### src/rtl/logic_stream_unit_if.sv
// Stream interface for logic_stream_unit: input beat channel and result channel.
// Optional out_parity signal is present when LOGIC_STREAM_PARITY_EN is defined.
interface logic_stream_unit_if #(
   parameter int unsigned WIDTH = 8,
   parameter int unsigned CNT_W = 8
);
   logic             in_valid;
   logic             in_ready;
   logic [WIDTH-1:0] in_a;
   logic [WIDTH-1:0] in_b;
   logic [2:0]       in_op;
   logic             in_mode;
   logic             in_last;
   logic             out_valid;
   logic             out_ready;
   logic [WIDTH-1:0] out_data;
   logic             out_zero;
   logic [CNT_W-1:0] out_count;
`ifdef LOGIC_STREAM_PARITY_EN
   logic             out_parity;
`endif

   // Producer side: drives beats, consumes results
   modport master (
      output in_valid, in_a, in_b, in_op, in_mode, in_last, out_ready,
      input  in_ready, out_valid, out_data, out_zero, out_count
`ifdef LOGIC_STREAM_PARITY_EN
      , input out_parity
`endif
   );

   // Unit side: accepts beats, produces results
   modport slave (
      input  in_valid, in_a, in_b, in_op, in_mode, in_last, out_ready,
      output in_ready, out_valid, out_data, out_zero, out_count
`ifdef LOGIC_STREAM_PARITY_EN
      , output out_parity
`endif
   );
endinterface

### src/rtl/logic_stream_unit.sv
// logic_stream_unit: WIDTH-bit bitwise logic unit with 8 operations, elementwise
// and accumulate (packet fold) modes, valid/ready stream on both sides.
// Optional macro LOGIC_STREAM_PARITY_EN adds a registered out_parity output.
module logic_stream_unit #(
   parameter int unsigned WIDTH = 8,
   parameter int unsigned CNT_W = 8
) (
   input logic                clk,
   input logic                rst,
   logic_stream_unit_if.slave s
);

   typedef enum logic {IDLE, ACCUM} state_t;

   state_t           state_q, state_d;
   logic [WIDTH-1:0] acc_q, acc_d;
   logic [CNT_W-1:0] cnt_q, cnt_d;
   logic [2:0]       pkt_op_q, pkt_op_d;
   logic             out_valid_q, out_valid_d;
   logic [WIDTH-1:0] out_data_q, out_data_d;
   logic             out_zero_q, out_zero_d;
   logic [CNT_W-1:0] out_count_q, out_count_d;
`ifdef LOGIC_STREAM_PARITY_EN
   logic             out_parity_q, out_parity_d;
`endif

   logic             in_fire;
   logic             out_fire;
   logic [WIDTH-1:0] fold_val;
   logic [CNT_W-1:0] cnt_inc;

   function automatic logic [WIDTH-1:0] f_op(input logic [2:0] op,
                                             input logic [WIDTH-1:0] x,
                                             input logic [WIDTH-1:0] y);
      case (op)
         3'b000:  return x & y;
         3'b001:  return x | y;
         3'b010:  return x ^ y;
         3'b011:  return ~(x & y);
         3'b100:  return ~(x | y);
         3'b101:  return ~(x ^ y);
         3'b110:  return x;
         default: return ~x;
      endcase
   endfunction

   // Single output register: accept a beat whenever it is empty or being drained
   assign s.in_ready = !out_valid_q || s.out_ready;
   assign in_fire    = s.in_valid && s.in_ready;
   assign out_fire   = out_valid_q && s.out_ready;

   assign fold_val   = f_op(pkt_op_q, acc_q, s.in_a);
   assign cnt_inc    = (cnt_q == '1) ? cnt_q : cnt_q + CNT_W'(1);

   // Next-state, accumulator and result-register update
   always_comb begin
      state_d     = state_q;
      acc_d       = acc_q;
      cnt_d       = cnt_q;
      pkt_op_d    = pkt_op_q;
      out_valid_d = out_valid_q;
      out_data_d  = out_data_q;
      out_count_d = out_count_q;
      if (out_fire) out_valid_d = 1'b0;
      if (in_fire) begin
         case (state_q)
            IDLE: begin
               if (!s.in_mode) begin
                  out_valid_d = 1'b1;
                  out_data_d  = f_op(s.in_op, s.in_a, s.in_b);
                  out_count_d = CNT_W'(1);
               end else begin
                  pkt_op_d = s.in_op;
                  acc_d    = s.in_a;
                  cnt_d    = CNT_W'(1);
                  if (s.in_last) begin
                     out_valid_d = 1'b1;
                     out_data_d  = s.in_a;
                     out_count_d = CNT_W'(1);
                  end else begin
                     state_d = ACCUM;
                  end
               end
            end
            default: begin
               acc_d = fold_val;
               cnt_d = cnt_inc;
               if (s.in_last) begin
                  out_valid_d = 1'b1;
                  out_data_d  = fold_val;
                  out_count_d = cnt_inc;
                  state_d     = IDLE;
               end
            end
         endcase
      end
      // Derived flags track out_data_d, so they only change when a result loads
      out_zero_d = (out_data_d == '0);
`ifdef LOGIC_STREAM_PARITY_EN
      out_parity_d = ^out_data_d;
`endif
   end

   // State and result registers with synchronous reset
   always_ff @(posedge clk) begin
      if (rst) begin
         state_q     <= IDLE;
         acc_q       <= '0;
         cnt_q       <= '0;
         pkt_op_q    <= '0;
         out_valid_q <= 1'b0;
         out_data_q  <= '0;
         out_zero_q  <= 1'b1;
         out_count_q <= '0;
`ifdef LOGIC_STREAM_PARITY_EN
         out_parity_q <= 1'b0;
`endif
      end else begin
         state_q     <= state_d;
         acc_q       <= acc_d;
         cnt_q       <= cnt_d;
         pkt_op_q    <= pkt_op_d;
         out_valid_q <= out_valid_d;
         out_data_q  <= out_data_d;
         out_zero_q  <= out_zero_d;
         out_count_q <= out_count_d;
`ifdef LOGIC_STREAM_PARITY_EN
         out_parity_q <= out_parity_d;
`endif
      end
   end

   assign s.out_valid = out_valid_q;
   assign s.out_data  = out_data_q;
   assign s.out_zero  = out_zero_q;
   assign s.out_count = out_count_q;
`ifdef LOGIC_STREAM_PARITY_EN
   assign s.out_parity = out_parity_q;
`endif

endmodule
### src/flat_wrapper.sv
// flat-port wrapper written by rule: the top's interface ports become plain ports
module logic_stream_unit_flat 
#(
   parameter int unsigned WIDTH = 8,
   parameter int unsigned CNT_W = 8
)
  (clk, rst, s_in_valid, s_in_a, s_in_b, s_in_op, s_in_mode, s_in_last, s_out_ready, s_in_ready, s_out_valid, s_out_data, s_out_zero, s_out_count);
  logic_stream_unit_if #(.WIDTH(WIDTH), .CNT_W(CNT_W)) s_i ();
  input logic clk;
  input logic rst;
  input wire logic [$bits(s_i.in_valid)-1:0] s_in_valid;
  input wire logic [$bits(s_i.in_a)-1:0] s_in_a;
  input wire logic [$bits(s_i.in_b)-1:0] s_in_b;
  input wire logic [$bits(s_i.in_op)-1:0] s_in_op;
  input wire logic [$bits(s_i.in_mode)-1:0] s_in_mode;
  input wire logic [$bits(s_i.in_last)-1:0] s_in_last;
  input wire logic [$bits(s_i.out_ready)-1:0] s_out_ready;
  output wire logic [$bits(s_i.in_ready)-1:0] s_in_ready;
  output wire logic [$bits(s_i.out_valid)-1:0] s_out_valid;
  output wire logic [$bits(s_i.out_data)-1:0] s_out_data;
  output wire logic [$bits(s_i.out_zero)-1:0] s_out_zero;
  output wire logic [$bits(s_i.out_count)-1:0] s_out_count;
  assign s_i.in_valid = s_in_valid;
  assign s_i.in_a = s_in_a;
  assign s_i.in_b = s_in_b;
  assign s_i.in_op = s_in_op;
  assign s_i.in_mode = s_in_mode;
  assign s_i.in_last = s_in_last;
  assign s_i.out_ready = s_out_ready;
  assign s_in_ready = s_i.in_ready;
  assign s_out_valid = s_i.out_valid;
  assign s_out_data = s_i.out_data;
  assign s_out_zero = s_i.out_zero;
  assign s_out_count = s_i.out_count;
  logic_stream_unit #(.WIDTH(WIDTH), .CNT_W(CNT_W)) u_core (.clk(clk), .rst(rst), .s(s_i));
endmodule
### config.mk
export PLATFORM = sky130hd
export DESIGN_NAME = logic_stream_unit_flat
export DESIGN_NICKNAME = d
export VERILOG_FILES = /design/src/rtl/logic_stream_unit_if.sv /design/src/rtl/logic_stream_unit.sv /design/src/flat_wrapper.sv
export SDC_FILE = /design/constraint.sdc
export NUM_CORES = 1
export LEC_CHECK = 0
export ABC_AREA = 1
export CAP_MARGIN = 15
export CORE_AREA = 3 3 69 97
export DETAILED_ROUTE_END_ITERATION = 16
export DIE_AREA = 0 0 72 100
export PLACE_DENSITY = 0.89
export SKIP_LAST_GASP = 1
export SYNTH_ARGS = -nofsm -noshare
export SYNTH_HDL_FRONTEND = slang
export SYNTH_SLANG_ARGS = --single-unit
### constraint.sdc
create_clock -name clk -period 4.86 [get_ports clk]
set_input_delay 0.486 -clock clk [delete_from_list [all_inputs] [get_ports clk]]
set_output_delay 0.486 -clock clk [all_outputs]
set_load 0.05 [all_outputs]
==> qor.yml <==
status: "complete, no violations"
critPathKind: "primary input to flip-flop"
grt_pass1_wl_mm: 17.84
worstPathRequired_ns: 5.02
syn_avg_cell_area_um2: 5.990
crit_arrival_ns: 2.80
grt_max_degree: 30
fin_skew_ns: 0.004334
cts_buffers: 5
diodes: 0
drc: 0
syn2layout_area_growth_pct: 14.63
cts_setup_buffers: 0
finalPower_mw: 1.012
grtUsageMet3: 0.02906
utilization: 0.7105
start_util: 0.6198
finalHoldViolCount: 0
worst_ir_drop_vdd_mv: 0.2571
dp_hpwl_mm: 7.847
fin_crit_sh: 0.5414
cts.sinks: 38
ant_nets: 0
p_per_area_nw_per_um2: 241.3
synth_seq_area_share: 0.2079
first_global_vias: 3845
insertion_delay_ns: 0.30
switching_power_mw: 0.3615
cts_root_buf: "clkbuf_8"
layout-drive-gt1-share: 0.03622
p_int_mw: 0.6510
finalMaxSlewViolations: 0
htreeDepth: 2
rsz0062_at_grt: "no"
port_buffers: 43
synth_edf_count: 0
final_cell_mix: "nand2_1, inv_1, nand3_1"
grtUsageTotal: 0.3072
synth.ff_latch_count: 38
yosysUniqueCellTypes: 30
clk_pin_slew_worst_paths_ns: 0.08
netlist_instances: 611
num_io_pins: 44
setup.worst_path.start_class: "primary input"
pwr-share-clk: 0.324
hold_class: "flip-flop to flip-flop"
synth_ff_type: "dfxtp_1"
pwr-share-comb: 0.323
top_usage_layer: "met2"
vias: 4118
tightest_slew_ns: 0.8146
yosys_warnings: 0
routabilityCongestion: 0.9703
met2_usage: 0.5220
cts-resized-gates: 0
layout_commonest_cell: "nand2_1"
synth_nets: 669
drt_pass1_iterations: 5
clockBufferDepth: 2
synth_area_um2: 3660
netSwitchingFraction: 0.3570
met1_usage: 0.3755
antenna_found_initial: 0
worst_hold_slack_ns: 0.4830
p_seq_frac: 0.353
drv_cap: 0
drt-total-wl_mm: 10.73
cts_tree: "yes"
async_flop_share: 0
grt_overflow: 0
tns_ns: 0
vias_per_cell: 5.841
nNetsFinal: 692
ctsHoldBuffers: 0
die_h_um: 100
die_w_um: 72
p_leak_nw: 2.034
setup_viol: 0
critical_path_peak_fanout: 13
maxSlewHeadroom: 0.4549
drt_iter0_markers: 487
wl_per_cell_um: 15.22
design.core.area_um2: 5904
fin_crit_ns: 2.631
end_kind: "flip-flop"
rows: 33
max_freq_mhz: 380.0
die-area_um2: 7200
nFillCells: 512
[stage by stage]
| step | setup slack, ns | std cells | area (um^2) |
|---|---|---|---|
| floorplan | 2.780 | 611 | 3660 |
| global placement | 2.051 | 697 | 4058 |
| detailed placement | 1.984 | 697 | 4058 |
| CTS | 2.285 | 705 | 4195 |
| global route | 1.996 | 705 | 4195 |
| finish | 2.229 | 705 | 4195 |
[final timing paths]
path	startpoint	end	slack (ns)	depth (start not counted)
setup / recovery	s_in_op[1]	u_core.s.out_zero$_SDFF_PP1_	2.23	13
hold / removal	u_core.s.out_count[1]$_SDFFE_PP0P_	u_core.s.out_count[1]$_SDFFE_PP0P_	0.48	2
setup reg to reg	u_core.pkt_op_q[1]$_SDFFE_PP0P_	u_core.s.out_zero$_SDFF_PP1_	2.44	13
hold reg to reg	u_core.s.out_count[1]$_SDFFE_PP0P_	u_core.s.out_count[1]$_SDFFE_PP0P_	0.48	2
[area by class of cell]
cell class / count / area, um^2 / share of cell area
multi-input combinational: 467 / 2471 / 0.5890
sequential: 38 / 760.7 / 0.1813
timing repair buffer: 46 / 452.9 / 0.1080
inverter: 76 / 285.3 / 0.06800
tap: 70 / 87.58 / 0.02088
clock buffer: 5 / 68.82 / 0.01640
clock inverter: 3 / 68.82 / 0.01640
[sequential cells by signal, indices dropped and copies added (netlist names)]
register / cells
u_core.acc_q: 8
u_core.cnt_q: 8
u_core.s.out_count: 8
u_core.s.out_data: 8
u_core.pkt_op_q: 3
u_core.s.out_valid: 1
u_core.s.out_zero: 1
u_core.state_q: 1
[cells by family (layout without fill, tap and decap cells)]
family                     count (synthesis)  count (layout)  synth area share
xor gates and xnor gates                   2               2          0.004787
DFF                                       38              38            0.2079
adders and majority gates                 33              33            0.1128
and+or+nand+nor                          324             324            0.4034
AOI/OAI and AO/OA                        108             108            0.1542
buffers and inverters                    106             130            0.1169
[power groups by stage]
stage | Clock [mW] | Combinational [mW] | Sequential, mW
2_1_floorplan | 0 | 0.202 | 0.386
3_3_place_gp | 0 | 0.314 | 0.363
3_5_place_dp | 0 | 0.320 | 0.364
4_1_cts | 0.329 | 0.322 | 0.357
5_1_grt | 0.348 | 0.360 | 0.361
6_report | 0.328 | 0.327 | 0.357
[cells in the mapped netlist, drive strengths merged, types with 4 or more instances]
master | number | share of area
nand4 | 20 | 0.034
a31oi | 4 | 0.0068
ha | 33 | 0.11
nor2 | 64 | 0.079
inv | 74 | 0.076
nand3 | 64 | 0.088
clkbuf | 8 | 0.0082
nand2 | 153 | 0.16
o21ai | 44 | 0.060
dfxtp | 38 | 0.21
a21oi | 53 | 0.072
buf | 22 | 0.031
nand3b | 20 | 0.041
[critical path, stage by stage]
cell and delay (ns):
clkdlybuf4s50_1 0.60, nor2_1 0.71, nand2_1 0.25, o21ai_0 0.22, nor2_1 0.06, nand2_1 0.07
nand2_1 0.05, nand3_1 0.07, nand2_1 0.07, nand2_1 0.06, nor2_1 0.04, nand2_1 0.05
nand2_1 0.04
[routing by layer]
| layer | up-vias | routed length, um |
|---|---|---|
| met1 | 1823 | 4389 |
| met3 | 34 | 652 |
| met2 | 199 | 5177 |
| met5 | - | 0 |
| li1 | 2062 | - |
| met4 | 0 | 512 |
Power figures use the tool's default switching activity.
